## src/rtl/uart_dbg_pkg.sv

```systemverilog
// Shared types and helpers for the UART debug serializer.
// Frame width helper and default header value.
package uart_dbg_pkg;

   typedef enum logic [2:0] {
      S_IDLE,
      S_LOAD,
      S_HDR,
      S_DATA,
      S_CSUM,
      S_GAP
   } fsm_t;

   localparam logic [7:0] HDR_BYTE_DEF = 8'hA5;

   function automatic int frame_w(input int n_bytes);
      return 8 * n_bytes;
   endfunction

endpackage

```

## src/rtl/frame_fifo.sv

```systemverilog
// Small frame FIFO feeding the serializer.
// Pointers carry an extra wrap bit to tell full from empty.
module frame_fifo
   import uart_dbg_pkg::*;
#(
   parameter int W     = 8,
   parameter int DEPTH = 2
) (
   input  logic         clk,
   input  logic         rst_n,
   input  logic [W-1:0] wdata_i,
   input  logic         push_i,
   input  logic         pop_i,
   output logic [W-1:0] rdata_o,
   output logic         full_o,
   output logic         empty_o
);

   localparam int AW = $clog2(DEPTH);

   logic [W-1:0] mem_q [DEPTH];
   logic [AW:0]  wp_q, wp_d;
   logic [AW:0]  rp_q, rp_d;
   logic         do_push;
   logic         do_pop;

   assign empty_o = (wp_q == rp_q);
   assign full_o  = (wp_q[AW] != rp_q[AW]) &&
                    (wp_q[AW-1:0] == rp_q[AW-1:0]);

   // A pop frees the head slot, so a push may land when full.
   assign do_pop  = pop_i && !empty_o;
   assign do_push = push_i && (!full_o || do_pop);

   assign wp_d    = wp_q + {{AW{1'b0}}, do_push};
   assign rp_d    = rp_q + {{AW{1'b0}}, do_pop};
   assign rdata_o = mem_q[rp_q[AW-1:0]];

   always_ff @(posedge clk) begin
      if (!rst_n) begin
         wp_q <= '0;
         rp_q <= '0;
      end else begin
         wp_q <= wp_d;
         rp_q <= rp_d;
      end
   end

   always_ff @(posedge clk) begin
      if (do_push) begin
         mem_q[wp_q[AW-1:0]] <= wdata_i;
      end
   end

endmodule

```

## src/rtl/frame_uart_serializer.sv

```systemverilog
// Buffers wide frames and emits them byte by byte to a UART
// with optional header and mod-256 checksum bytes.
module frame_uart_serializer
   import uart_dbg_pkg::*;
#(
   parameter int         N_BYTES    = 51,
   parameter int         FIFO_DEPTH = 2,
   parameter bit         MSB_FIRST  = 1'b1,
   parameter bit         HDR_EN     = 1'b1,
   parameter logic [7:0] HDR_BYTE   = HDR_BYTE_DEF,
   parameter bit         CSUM_EN    = 1'b1,
   parameter int         GUARD      = 1
) (
   input  logic                          clk,
   input  logic                          rst_n,
   input  logic [frame_w(N_BYTES)-1:0]   s_data,
   input  logic                          s_valid,
   output logic                          s_ready,
   input  logic                          tx_busy,
   output logic [7:0]                    tx_data,
   output logic                          tx_send,
   output logic                          frame_done,
   output logic                          active
);

   localparam int FW = frame_w(N_BYTES);
   localparam int CW = $clog2(N_BYTES) + 1;
   localparam int GW = $clog2(GUARD) + 1;

   fsm_t            state_q;
   fsm_t            last_q;
   logic [FW-1:0]   sh_q;
   logic [CW-1:0]   cnt_q;
   logic [7:0]      csum_q;
   logic [GW-1:0]   gcnt_q;
   logic [7:0]      tx_data_q;
   logic            tx_send_q;
   logic            done_q;

   logic [FW-1:0]   head_frame;
   logic            full;
   logic            empty;
   logic            pop;
   logic [7:0]      head;
   logic [FW-1:0]   sh_d;

   assign pop     = (state_q == S_IDLE) && !empty;
   assign s_ready = !full;
   assign active  = (state_q != S_IDLE) || !empty;

   assign head = MSB_FIRST ? sh_q[FW-1 -: 8] : sh_q[7:0];
   assign sh_d = MSB_FIRST ? (sh_q << 8) : (sh_q >> 8);

   assign tx_data    = tx_data_q;
   assign tx_send    = tx_send_q;
   assign frame_done = done_q;

   frame_fifo #(
      .W     (FW),
      .DEPTH (FIFO_DEPTH)
   ) u_fifo (
      .clk     (clk),
      .rst_n   (rst_n),
      .wdata_i (s_data),
      .push_i  (s_valid && s_ready),
      .pop_i   (pop),
      .rdata_o (head_frame),
      .full_o  (full),
      .empty_o (empty)
   );

   always_ff @(posedge clk) begin
      if (!rst_n) begin
         state_q   <= S_IDLE;
         last_q    <= S_IDLE;
         sh_q      <= '0;
         cnt_q     <= '0;
         csum_q    <= '0;
         gcnt_q    <= '0;
         tx_data_q <= '0;
         tx_send_q <= 1'b0;
         done_q    <= 1'b0;
      end else begin
         tx_send_q <= 1'b0;
         done_q    <= 1'b0;
         unique case (state_q)
            S_IDLE: begin
               if (!empty) begin
                  sh_q    <= head_frame;
                  csum_q  <= '0;
                  cnt_q   <= CW'(N_BYTES - 1);
                  state_q <= S_LOAD;
               end
            end
            S_LOAD: begin
               state_q <= HDR_EN ? S_HDR : S_DATA;
            end
            S_HDR: begin
               if (!tx_busy) begin
                  tx_data_q <= HDR_BYTE;
                  tx_send_q <= 1'b1;
                  last_q    <= S_HDR;
                  gcnt_q    <= '0;
                  state_q   <= S_GAP;
               end
            end
            S_DATA: begin
               if (!tx_busy) begin
                  tx_data_q <= head;
                  tx_send_q <= 1'b1;
                  done_q    <= !CSUM_EN && (cnt_q == '0);
                  sh_q      <= sh_d;
                  csum_q    <= csum_q + head;
                  last_q    <= S_DATA;
                  gcnt_q    <= '0;
                  state_q   <= S_GAP;
               end
            end
            S_CSUM: begin
               if (!tx_busy) begin
                  tx_data_q <= csum_q;
                  tx_send_q <= 1'b1;
                  done_q    <= 1'b1;
                  last_q    <= S_CSUM;
                  gcnt_q    <= '0;
                  state_q   <= S_GAP;
               end
            end
            S_GAP: begin
               // tx_busy is ignored here: the UART needs time to raise it.
               if (gcnt_q == GW'(GUARD - 1)) begin
                  unique case (last_q)
                     S_HDR: state_q <= S_DATA;
                     S_DATA: begin
                        if (cnt_q != '0) begin
                           cnt_q   <= cnt_q - 1'b1;
                           state_q <= S_DATA;
                        end else begin
                           state_q <= CSUM_EN ? S_CSUM : S_IDLE;
                        end
                     end
                     default: state_q <= S_IDLE;
                  endcase
               end else begin
                  gcnt_q <= gcnt_q + 1'b1;
               end
            end
            default: state_q <= S_IDLE;
         endcase
      end
   end

endmodule

```

## config.mk

```make
export PLATFORM = sky130hd
export DESIGN_NAME = frame_uart_serializer
export DESIGN_NICKNAME = d
export VERILOG_FILES = /design/src/rtl/uart_dbg_pkg.sv /design/src/rtl/frame_fifo.sv /design/src/rtl/frame_uart_serializer.sv
export SDC_FILE = /design/constraint.sdc
export NUM_CORES = 2
export LEC_CHECK = 0
export CELL_PAD_IN_SITES_DETAIL_PLACEMENT = 1
export CELL_PAD_IN_SITES_GLOBAL_PLACEMENT = 1
export CORE_MARGIN = 5
export CORE_UTILIZATION = 47
export CTS_CLUSTER_SIZE = 8
export DETAILED_ROUTE_END_ITERATION = 12
export HOLD_SLACK_MARGIN = 0.05
export MAX_ROUTING_LAYER = met4
export PLACE_DENSITY = 0.91
export SYNTH_ARGS = -nofsm -noshare
export SYNTH_HDL_FRONTEND = slang
export SYNTH_SLANG_ARGS = --single-unit
```

## constraint.sdc

```tcl
create_clock -name clk -period 18.02 [get_ports clk]
set_input_delay 3.604 -clock clk [delete_from_list [all_inputs] [get_ports clk]]
set_output_delay 3.604 -clock clk [all_outputs]
set_load 0.01 [all_outputs]
```

==> qor.yml <==
outcome: "complete, no violations"
endpoint_kind: "register"
report.final.slew_viol_count: 0
synthCells: 3748
fmax_mhz: 130
yosys_warnings: 0
grt_antenna_before_repair: 18
dieArea_sq_um: 109000
pwr-share-seq_pct: 43.3
irDropWorstVdd_uv: 199
dp_hpwl_um: 81900
post-place-ws_ns: 9.71
drt_iter0_drc: 3068
die_y_um: 330
yosys-top-cells-area: "edfxtp_1, dfxtp_1, mux2i_1"
synth.top_cell.area_share_pct: 51.1
rows: 117
insertion_delay_ns: 0.77
cts_root_buf: "clkbuf_16"
switching_share_pct: 34.0
h-tree-depth: 4
yosysTopAreaCell: "edfxtp_1"
ant_nets: 0
wl_met3_um: 8070
synth-async-reset-ratio_pct: 0
core_area_sq_um: 102000
synth.distinct_cells: 49
portBuffers: 423
synth_edf_count: 816
maxCapViolations: 0
p_leak_nw: 20.0
mostFrequentLayoutCell: "edfxtp_1"
first_pass_iters: 6
startpoint_type: "primary input"
setup_viol: 0
tightest_slew_ns: 1.30
gr-total-overflow: 0
fin_setup_tns_ns: 0
power_frac_comb_pct: 25.2
crit_top_cell: "buf_4"
ys_seq_area_share_pct: 69.6
track_usage_pct: 26.6
criticalPathCategory: "primary input to register"
cts_made_buffers: 175
synth_area_sq_um: 48000
fin_crit_ns: 7.70
cts.sinks: 1260
m1WireLength_um: 55800
synthAdderAreaFrac_pct: 0.328
area_growth_pct: 21.3
switchingPower_w: 0.00334
topRoutingLayerUsed: "met4"
synthMuxAreaShare_pct: 8.56
worstPathArrival_ns: 8.07
grt_pass1_vias: 35789
synth_xor_area_share_pct: 0.198
rsz0062_at_grt: "no"
grt_max_degree: 244
fin_skew_ns: 0.0315
drc_errors: 0
cts_setup_buffers: 0
setup_ws_ns: 10.32
cts_tree: "built"
syn_avg_cell_area_sq_um: 12.8
cpPeakStageDelay_ns: 0.99
synth_top_family_by_area: "compound AO/OA/AOI/OAI gates"
hold_buffers: 0
synth-simple-area-share_pct: 7.18
clk_pin_slew_ns: 0.05
drive_above_1_share_pct: 5.61
required_ns: 18.39
clock_path_buffers: 3
cts-resized-gates: 0
p_per_area_nw_per_um2: 169
synthFlopType: "edfxtp_1"
viasPerCell: 5.83
grt_pass1_wl_um: 217000
wl_met2_um: 74800
boundaryPins: 424
syn_nets: 4172
fp.dieW_um: 330
vias: 32845
detail_route.wl_per_cell_um: 25.7
ys_ff_latch: 1260
start_util_pct: 47.2
hold_viol: 0
finalCritPeriodShare_pct: 42.8
synth-compound-area-share_pct: 11.5
layout_common_cells: "edfxtp_1, nand2_1, dfxtp_1"
gp_congestion: 0.768
num-fill-cells: 9961
crit_chain: "clkdlybuf4s50_1 -> and2_1 -> ha_4 -> buf_4 -> buf_4 -> buf_4"
hold_path.class: "register to register"
power.internal_w: 0.00649
critical-path-slowest-cell: "buf_4"
routed_wl_um: 145000
layout.nets: 4520
worstPathMaxFanout: 76
relSlewSlack_pct: 13.4
clockPowerShare_pct: 31.4
-- worst max-delay path, delay by kind of cell --
| family | cells | cell delay (ns) |
|---|---|---|
| buf+inv | 4 | 3.20 |
| fa+ha+maj | 1 | 0.67 |
| simple gates | 1 | 0.26 |
-- per-layer routing --
metal	vias up	GRT usage [%]
met3	359	4.62
met5	-	-
met2	1263	45.5
met4	0	10.7
met1	16685	31.3
li1	14538	-
-- power by group through the flow --
stage / Clock, W / Sequential, W / Combinational (W)
after floorplan: 0 / 0.00422 / 0.00174
final: 0.00309 / 0.00426 / 0.00248
after global routing: 0.00327 / 0.00431 / 0.00268
after detailed placement: 0 / 0.00427 / 0.00240
after global placement: 0 / 0.00421 / 0.00226
after CTS: 0.00314 / 0.00425 / 0.00248
-- cells in the mapped netlist, drive strengths merged (7+ instances only) --
master / count
a21oi: 428
clkbuf: 151
dfxtp: 444
xnor2: 7
ha: 11
nand2: 810
buf: 131
inv: 9
a211oi: 7
o21ai: 13
nor2: 41
mux2i: 408
edfxtp: 816
o211ai: 402
a22oi: 13
-- registers in the layout, summed over array words and instances (netlist names), named ones only --
register	flops
tx_send	1
u_fifo.mem_q	816
csum_q	8
frame_done	1
sh_q	408
cnt_q	7
last_q	3
state_q	3
u_fifo.rp_q	2
u_fifo.wp_q	2
tx_data	8
-- worst paths after layout --
kind | from | endpoint | slack [ns] | cells after the start
setup / recovery | s_valid | u_fifo.mem_q[1][95] | 10.32 | 6
hold / removal | cnt_q[6] | cnt_q[6] | 0.45 | 2
setup reg to reg | register | sh_q[86] | 12.04 | 8
hold reg to reg | cnt_q[6] | cnt_q[6] | 0.45 | 2
-- metrics by stage --
step / std cells / area [sq um] / util, % / hold slack (ns) / total power [W]
6_report: 5631 / 58200 / 57.3 / 0.448 / 0.00983
5_1_grt: 5630 / 58200 / 57.3 / 0.473 / 0.0103
4_1_cts: 5611 / 58200 / 57.3 / 0.448 / 0.00987
3_5_place_dp: 5287 / 53100 / 52.2 / 0.438 / 0.00667
3_3_place_gp: 5287 / 53100 / 52.2 / 0.438 / 0.00646
2_1_floorplan: 3748 / 48000 / - / 0.425 / 0.00596
-- final cells by class --
| class | count | area [sq um] | share of cell area, % |
|---|---|---|---|
| Inverter | 9 | 41.3 | 0.0709 |
| Tap cell | 1368 | 1710 | 2.94 |
| Clock buffer | 314 | 4930 | 8.47 |
| Timing Repair Buffer | 453 | 4550 | 7.81 |
| Antenna cell | 20 | 50.0 | 0.0860 |
| Multi-Input combinational cell | 2197 | 13400 | 23.0 |
| Clock inverter | 10 | 169 | 0.290 |
| Sequential cell | 1260 | 33400 | 57.4 |
-- cells by family (layout without fill, tap and decap cells) --
kind of cell,after synthesis,in the layout
other,0,20
adders and majority gates,12,12
and+or+nand+nor,891,891
AOI/OAI and AO/OA,874,874
muxes,410,410
DFF,1260,1260
buffers and inverters,291,786
xor gates and xnor gates,10,10
Power figures use the tool's default switching activity.
